**src/rtl/regfile_wb_arbiter.sv**
```systemverilog
// Round-robin arbiter sharing the register file write port among NUM_REQ writeback sources.
// Define REGFILE_WB_SCOREBOARD_EN to add busy-bit tracking and read-after-write hazard flags.
module regfile_wb_arbiter #(
    parameter int NUM_REQ = 3,
    parameter int ADDR_W  = 5,
    parameter int DATA_W  = 32
) (
    input  logic                      clk,
    input  logic                      rst,
    input  logic [NUM_REQ-1:0]        req_valid,
    output logic [NUM_REQ-1:0]        req_ready,
    input  logic [NUM_REQ*ADDR_W-1:0] req_addr,
    input  logic [NUM_REQ*DATA_W-1:0] req_data,
    output logic                      we,
    output logic [ADDR_W-1:0]         waddr,
    output logic [DATA_W-1:0]         wdata,
    output logic [2:0]                grant_id,
    input  logic                      reserve_vld,
    input  logic [ADDR_W-1:0]         reserve_addr,
    input  logic [ADDR_W-1:0]         rd_addr1,
    input  logic [ADDR_W-1:0]         rd_addr2,
    output logic                      hazard1,
    output logic                      hazard2
);

    logic [2:0]         r_ptr;
    logic               r_we;
    logic [ADDR_W-1:0]  r_waddr;
    logic [DATA_W-1:0]  r_wdata;
    logic [2:0]         r_grant_id;

    logic               w_found;
    logic [2:0]         w_sel;
    logic [2:0]         w_ptr_next;
    logic [NUM_REQ-1:0] w_grant;
    logic [ADDR_W-1:0]  w_addr;
    logic [DATA_W-1:0]  w_data;
    logic               w_xfer;

    // Scan offsets from the pointer; every index is a constant so the selection unrolls into a mux tree.
    always_comb begin
        w_found    = 1'b0;
        w_sel      = '0;
        w_ptr_next = r_ptr;
        w_grant    = '0;
        w_addr     = '0;
        w_data     = '0;
        for (int k = 0; k < NUM_REQ; k++) begin
            for (int i = 0; i < NUM_REQ; i++) begin
                if (!w_found && req_valid[i] && ((int'(r_ptr) + k) % NUM_REQ) == i) begin
                    w_found    = 1'b1;
                    w_sel      = 3'(i);
                    w_ptr_next = 3'((i + 1) % NUM_REQ);
                    w_grant[i] = 1'b1;
                    w_addr     = req_addr[i*ADDR_W +: ADDR_W];
                    w_data     = req_data[i*DATA_W +: DATA_W];
                end
            end
        end
    end

    assign w_xfer    = w_found && !rst;
    assign req_ready = rst ? '0 : w_grant;

    always_ff @(posedge clk) begin
        if (rst) begin
            r_ptr      <= '0;
            r_we       <= 1'b0;
            r_waddr    <= '0;
            r_wdata    <= '0;
            r_grant_id <= '0;
        end else if (w_xfer) begin
            r_ptr      <= w_ptr_next;
            r_we       <= (w_addr != '0);
            r_waddr    <= w_addr;
            r_wdata    <= w_data;
            r_grant_id <= w_sel;
        end else begin
            r_we <= 1'b0;
        end
    end

    assign we       = r_we;
    assign waddr    = r_waddr;
    assign wdata    = r_wdata;
    assign grant_id = r_grant_id;

`ifdef REGFILE_WB_SCOREBOARD_EN
    localparam int NUM_REGS = 2**ADDR_W;

    logic [NUM_REGS-1:0] r_busy;

    // A reservation wins over a same-cycle commit: the new producer is still outstanding.
    generate
        for (genvar gi = 0; gi < NUM_REGS; gi++) begin : g_busy
            if (gi == 0) begin : g_zero
                always_ff @(posedge clk) begin
                    r_busy[gi] <= 1'b0;
                end
            end else begin : g_reg
                always_ff @(posedge clk) begin
                    if (rst) begin
                        r_busy[gi] <= 1'b0;
                    end else if (reserve_vld && reserve_addr == ADDR_W'(gi)) begin
                        r_busy[gi] <= 1'b1;
                    end else if (r_we && r_waddr == ADDR_W'(gi)) begin
                        r_busy[gi] <= 1'b0;
                    end
                end
            end
        end
    endgenerate

    assign hazard1 = (rd_addr1 != '0) && r_busy[rd_addr1] && !(r_we && r_waddr == rd_addr1);
    assign hazard2 = (rd_addr2 != '0) && r_busy[rd_addr2] && !(r_we && r_waddr == rd_addr2);
`else
    logic w_unused;
    assign w_unused = ^{reserve_vld, reserve_addr, rd_addr1, rd_addr2};
    assign hazard1  = 1'b0;
    assign hazard2  = 1'b0;
`endif

endmodule
```
**config.mk**
```make
export PLATFORM = sky130hd
export DESIGN_NAME = regfile_wb_arbiter
export DESIGN_NICKNAME = d
export VERILOG_FILES = /design/src/rtl/regfile_wb_arbiter.sv
export SDC_FILE = /design/constraint.sdc
export NUM_CORES = 1
export LEC_CHECK = 0
export ABC_AREA = 1
export BUFFER_PORTS_ARGS = -buffer_cell sky130_fd_sc_hd__buf_2
export CORE_ASPECT_RATIO = 0.6
export CORE_MARGIN = 10
export CORE_UTILIZATION = 43
export CTS_CLUSTER_SIZE = 25
export DETAILED_ROUTE_END_ITERATION = 6
export PLACE_DENSITY = 0.81
export SLEW_MARGIN = 40
export SYNTH_ARGS = -nofsm -noshare
export SYNTH_HDL_FRONTEND = slang
export SYNTH_SLANG_ARGS = --single-unit
```
**constraint.sdc**
```tcl
create_clock -name clk -period 4.5 [get_ports clk]
set_clock_uncertainty 0.2 [all_clocks]
set_input_delay 1.35 -clock clk [delete_from_list [all_inputs] [get_ports clk]]
set_output_delay 1.35 -clock clk [all_outputs]
set_load 0.01 [all_outputs]
```
Word level (Yosys, flattened, before mapping):

Cells that the tools add are included.

* add/sub/neg operators: 2
* div/mod/pow operators: 3
* equal/unequal tests: 6
* mux-type cells: 53
* bitwise operators: 1
* reductions and logical operators: 34

Operators with widths (number)
* $mux W32: 9
* $eq A32 B2 Y1 const B: 3
* $eq A32 B3 Y1 const B: 3
* $logic_not A32 Y1: 3
* $mod A32 B3 Y32 const B: 2
* $mux W3: 17
* $mux W5: 9
* $mod A4 B3 Y32 const B: 1
* $logic_and A1 B1 Y1: 18
* $mux W1: 18
* $logic_not A1 Y1: 9
* $reduce_bool A9 Y1: 1
* $reduce_bool A5 Y1: 1
* $add A3 B1 Y4 const B: 1
* $add A3 B2 Y4 const B: 1
* $reduce_and A2 Y1: 1
* $reduce_or A2 Y1: 1
* $not A1 Y1: 1

* register bits after elaboration: 44
* input port bits: 132
* output and inout bits: 46
* logic and storage cells: 104

Depth between registers and ports, before layout:

* depth after elaboration: 39
* depth in mapped cells: 17
* mapped depth without buffers: 16

Worst setup path before layout:

Ideal clock, no wire load.

* path kind: input to output
* start point: in req_valid[0]
* end point: out req_ready[1]
* arrival time: 2.662 ns
* required time: 2.950 ns
* path slack: 0.288 ns
* stages: 11
* buffers on the path: 1
* cell sequence: inv_1 > nor2_2 > nand4_1 > nand2_1 > nor2_4 > nand3_4 > nand2_2 > o211ai_2 > buf_2 > nand2_1 > inv_1

* word-level cells in the longest chain between the ends: 31
* elaborated cells between the ends (all ways): 33
* those cells by class: mux: 11; reduce/logical: 22

RTL lines
* start: declaration: RTL line 10 `input logic [NUM_REQ-1:0] req_valid,`
* $logic_and A1 B1 Y1: RTL line 50 `if (!w_found && req_valid[i] && ((int'(r_ptr) + k) % NUM_REQ) == i) begin`
* $mux W1: RTL line 50
* $logic_not A1 Y1: RTL line 50
* $logic_and A1 B1 Y1 (2 in series): RTL line 50
* $mux W1: RTL line 50
* $logic_not A1 Y1: RTL line 50
* $logic_and A1 B1 Y1 (2 in series): RTL line 50
* $mux W1: RTL line 50
* (+11 left out)
* $mux W1: RTL line 50
* $logic_not A1 Y1: RTL line 50
* $logic_and A1 B1 Y1 (2 in series): RTL line 50
* $mux W1: RTL line 50
* $logic_not A1 Y1: RTL line 50
* $logic_and A1 B1 Y1 (2 in series): RTL line 50
* $mux W1 *: RTL line 50
* $mux W3 *: RTL line 63 `assign req_ready = rst ? '0 : w_grant;`
* end: declaration: RTL line 11 `output logic [NUM_REQ-1:0] req_ready,`

Every way passes the cells marked *; elsewhere a longest branch is shown, timed or not.

Worst setup path after layout:

* start point: in req_valid[2]
* end point: out req_ready[1]

* word-level cells in the longest chain between the ends: 24
* elaborated cells between the ends (all ways): 25
* those cells by class: mux: 8; reduce/logical: 17

RTL lines (RTL line)
* $logic_and A1 B1 Y1 (2 in series): 50
* $mux W1: 50
* $logic_not A1 Y1: 50
* $logic_and A1 B1 Y1 (2 in series): 50
* $mux W1: 50
* $logic_not A1 Y1: 50
* $logic_and A1 B1 Y1 (2 in series): 50
* $mux W1: 50
* (+3 left out)
* $mux W1: 50
* $logic_not A1 Y1: 50
* $logic_and A1 B1 Y1 (2 in series): 50
* $mux W1: 50
* $logic_not A1 Y1: 50
* $logic_and A1 B1 Y1 (2 in series): 50
* $mux W1 *: 50
* $mux W3 *: 63

Marks and branches as above.

==> flow_summary_export.csv <==
group,metric,value,unit
outcome,outcome,"completed",
sta,relSlewSlack,62.8,%
synth,avgSynthCellArea,5.86,um^2
pwr,p_per_area,485,nW/um^2
routing,ant_nets,0,
pwr,vdd_drop_max,0.228,mV
placed_design,port_buffers,158,
die,initial_utilization,45.0,%
finish,fin_nets,763,
placed_design,gp_congestion,0.998,
routing,avgRoutedWirePerCell,14.4,um
die,rows,22,
routing,firstDrtPassIters,5,
clock_network,path_clk_slew,0.08,ns
finish,area_growth,33.6,%
routing,viasPerCell,4.88,
clock_network,cts.sinks,42,
pwr,power.total,1810,uW
finish,design_area,3730,um^2
sta,fmax,230,MHz
pwr,p_leak,0.00218,uW
finish,layout_common_cells,"nand2_1, buf_2, nand3_1, nor2_1, dfxtp_1",
synth,ys_warn_count,0,
die,die_area,10200,um^2
job,max_cap_violations,0,
clock_network,clockRootBuffer,"clkbuf_8",
setup_path,setup.worst_path.end,"req_ready[1]",
synth,synth_top_area_share,30.1,%
synth,yosysTopAreaCell,"dfxtp_1",
grt,top_usage_layer,"met2",
grt,use_met2,30.2,%
hold_path,hp-class,"flip-flop to flip-flop",
setup_path,r2r_start,"r_ptr[1]",
finish,fin_util,60.2,%
setup_path,worstSetupPathType,"input port to output port",
setup_path,cp_cell_sequence,"buf_2 > buf_4 > a21oi_2 > nand3_1 > a21oi_4 > nand2_2 > o211ai_2 > nand2_1 > inv_1 > buf_2",
die,die_h,82.4,um
finish,layout_commonest_cell,"nand2_1",
die,core,6190,um^2
placed_design,place_area,3600,um^2
finish,antenna_cells,0,
synth,synth_area_leaders,"dfxtp_1, nand2_1, nand3_1",
synth,synth_edf_count,0,
grt,grt_use_met3,7.05,%
synth,synth-seq-area-share,30.1,%
synth,yosysUniqueCellTypes,30,
grt,antenna_found_initial,0,
setup_path,cpMostUsedCell,"buf_2",
clock_network,numCtsBuffers,5,
grt,use_met1,24.4,%
setup_path,critPathMaxStageDelay,0.23,ns
clock_network,htree_num_levels,2,
synth,ys_seq_elements,42,
sta,hold_viol,0,
sta,period_minus_slack,4.35,ns
setup_path,rr_worst_depth,14,
setup_path,slowest_stage,"a21oi_4",
grt,grt_pass1_vias,3309,
setup_path,r2r_end,"wdata[0]",
sta,slew_viol_final,0,
sta,finalSetupViolCount,0,
sta,worst_pin_slew,0.557,ns
synth,netlist_area,2790,um^2
grt,grt.overflow.total,0,
grt,grt_pass1_wl,15800,um
setup_path,crit_start,"req_valid[2]",
clock_network,cts_buffer_depth,2,
routing,drt-total-wl,10300,um
setup_path,cp_max_fo,10,
setup_path,r2r_setup_slack,1.67,ns
clock_network,clock_latency,0.28,ns
finish,drive_gt1_share,30.8,%
routing,drc,0,
routing,drt-initial-drc-count,256,
setup_path,critPathLaunchType,"input port",
grt,grt_usage,18.9,%
synth,syn_inst,476,
setup_path,arrival,2.80,ns
setup_path,crit_required,2.95,ns
synth,synth_ff_type,"dfxtp_1",
die,die_w,124,um
setup_path,endpoint_kind,"output port",
routing,vias,3486,
die,pin_count,178,
synth,postSynth.asyncResetShare,0,%
placed_design,place.detailed.hpwl,8230,um
grt,grt_max_degree,32,
clock_network,cts_tree,"built",
sta,fin_crit_sh,96.7,%
-- critical path, delay by kind of cell --
| family | cells | cell delay (ns) |
|---|---|---|
| simple gates | 3 | 0.39 |
| buf+inv | 4 | 0.47 |
| compound gates | 3 | 0.58 |
-- how the worst min path moves through the flow --
stage,startpoint,endpoint,slack [ns],cells past startpoint
6_report,wdata[0],wdata[0],0.25,2
4_1_cts,wdata[0],wdata[0],0.25,2
3_5_place_dp,wdata[0],wdata[0],0.23,2
2_1_floorplan,r_ptr[1],r_ptr[1],0.26,2
5_1_grt,wdata[13],wdata[13],0.27,2
3_3_place_gp,wdata[2],wdata[2],0.23,2
-- sequential cells by signal (all words and copies together) (netlist names) --
register and count:
grant_id 2, we 1, wdata 32, r_ptr 2
waddr 5
-- synth_stat cells, types with 4 or more instances --
library cell    n
nand2_1       221
nand3_1        54
nor2_1         51
dfxtp_1        42
inv_1          29
buf_2          14
nand4_1         8
a21boi_1        7
buf_4           7
o21ai_1         6
o21ai_0         4
-- metrics by stage --
step	instances	setup TNS, ns	worst slack (ns)	hold WS, ns
floorplan	478	0	0.288	0.257
global placement	704	0	0.207	0.231
detailed placement	704	0	0.160	0.234
CTS	712	0	0.157	0.254
global route	714	-0.00567	-0.00567	0.272
finish	714	0	0.150	0.250
-- area by class of cell --
class                           instances  area, um^2
Timing Repair Buffer                  168         866
Tap cell                               84         105
Multi-Input combinational cell        380        1690
Clock inverter                          3        40.0
Fill cell                             598        2470
Clock buffer                            5        68.8
Inverter                               32         120
Sequential cell                        42         841
-- layer usage --
metal / up-vias / part of all wire (%)
li1: 1789 / -
met1: 1548 / 44
met2: 141 / 44
met3: 8 / 11
met4: 0 / 0.66
met5: - / 0
-- logic make-up (layout without fill, tap and decap cells) --
group           Yosys count  in the layout  synth area share [%]
compound gates           25             25                  5.83
fa+ha+maj                 2              2                 0.897
buf+inv                  56            208                  9.91
flops                    42             42                  30.1
other cells               1              3                 0.134
simple gates            350            350                  53.1
-- repair_timing --
item                       4_1_cts  5_1_grt
hold buffers                     0        0
setup buffers                    0        2
hold endpoints to repair         0        0
resized for setup                0        1
setup endpoints to repair        0        1
-- where the power goes --
| part | internal, uW | switching (uW) | total [uW] |
|---|---|---|---|
| logic | 346 | 611 | 958 |
| registers | 497 | 61.0 | 558 |
| clock network | 163 | 128 | 292 |
| total | 1010 | 801 | 1810 |
Note: power is estimated with default switching activity, not from simulation.
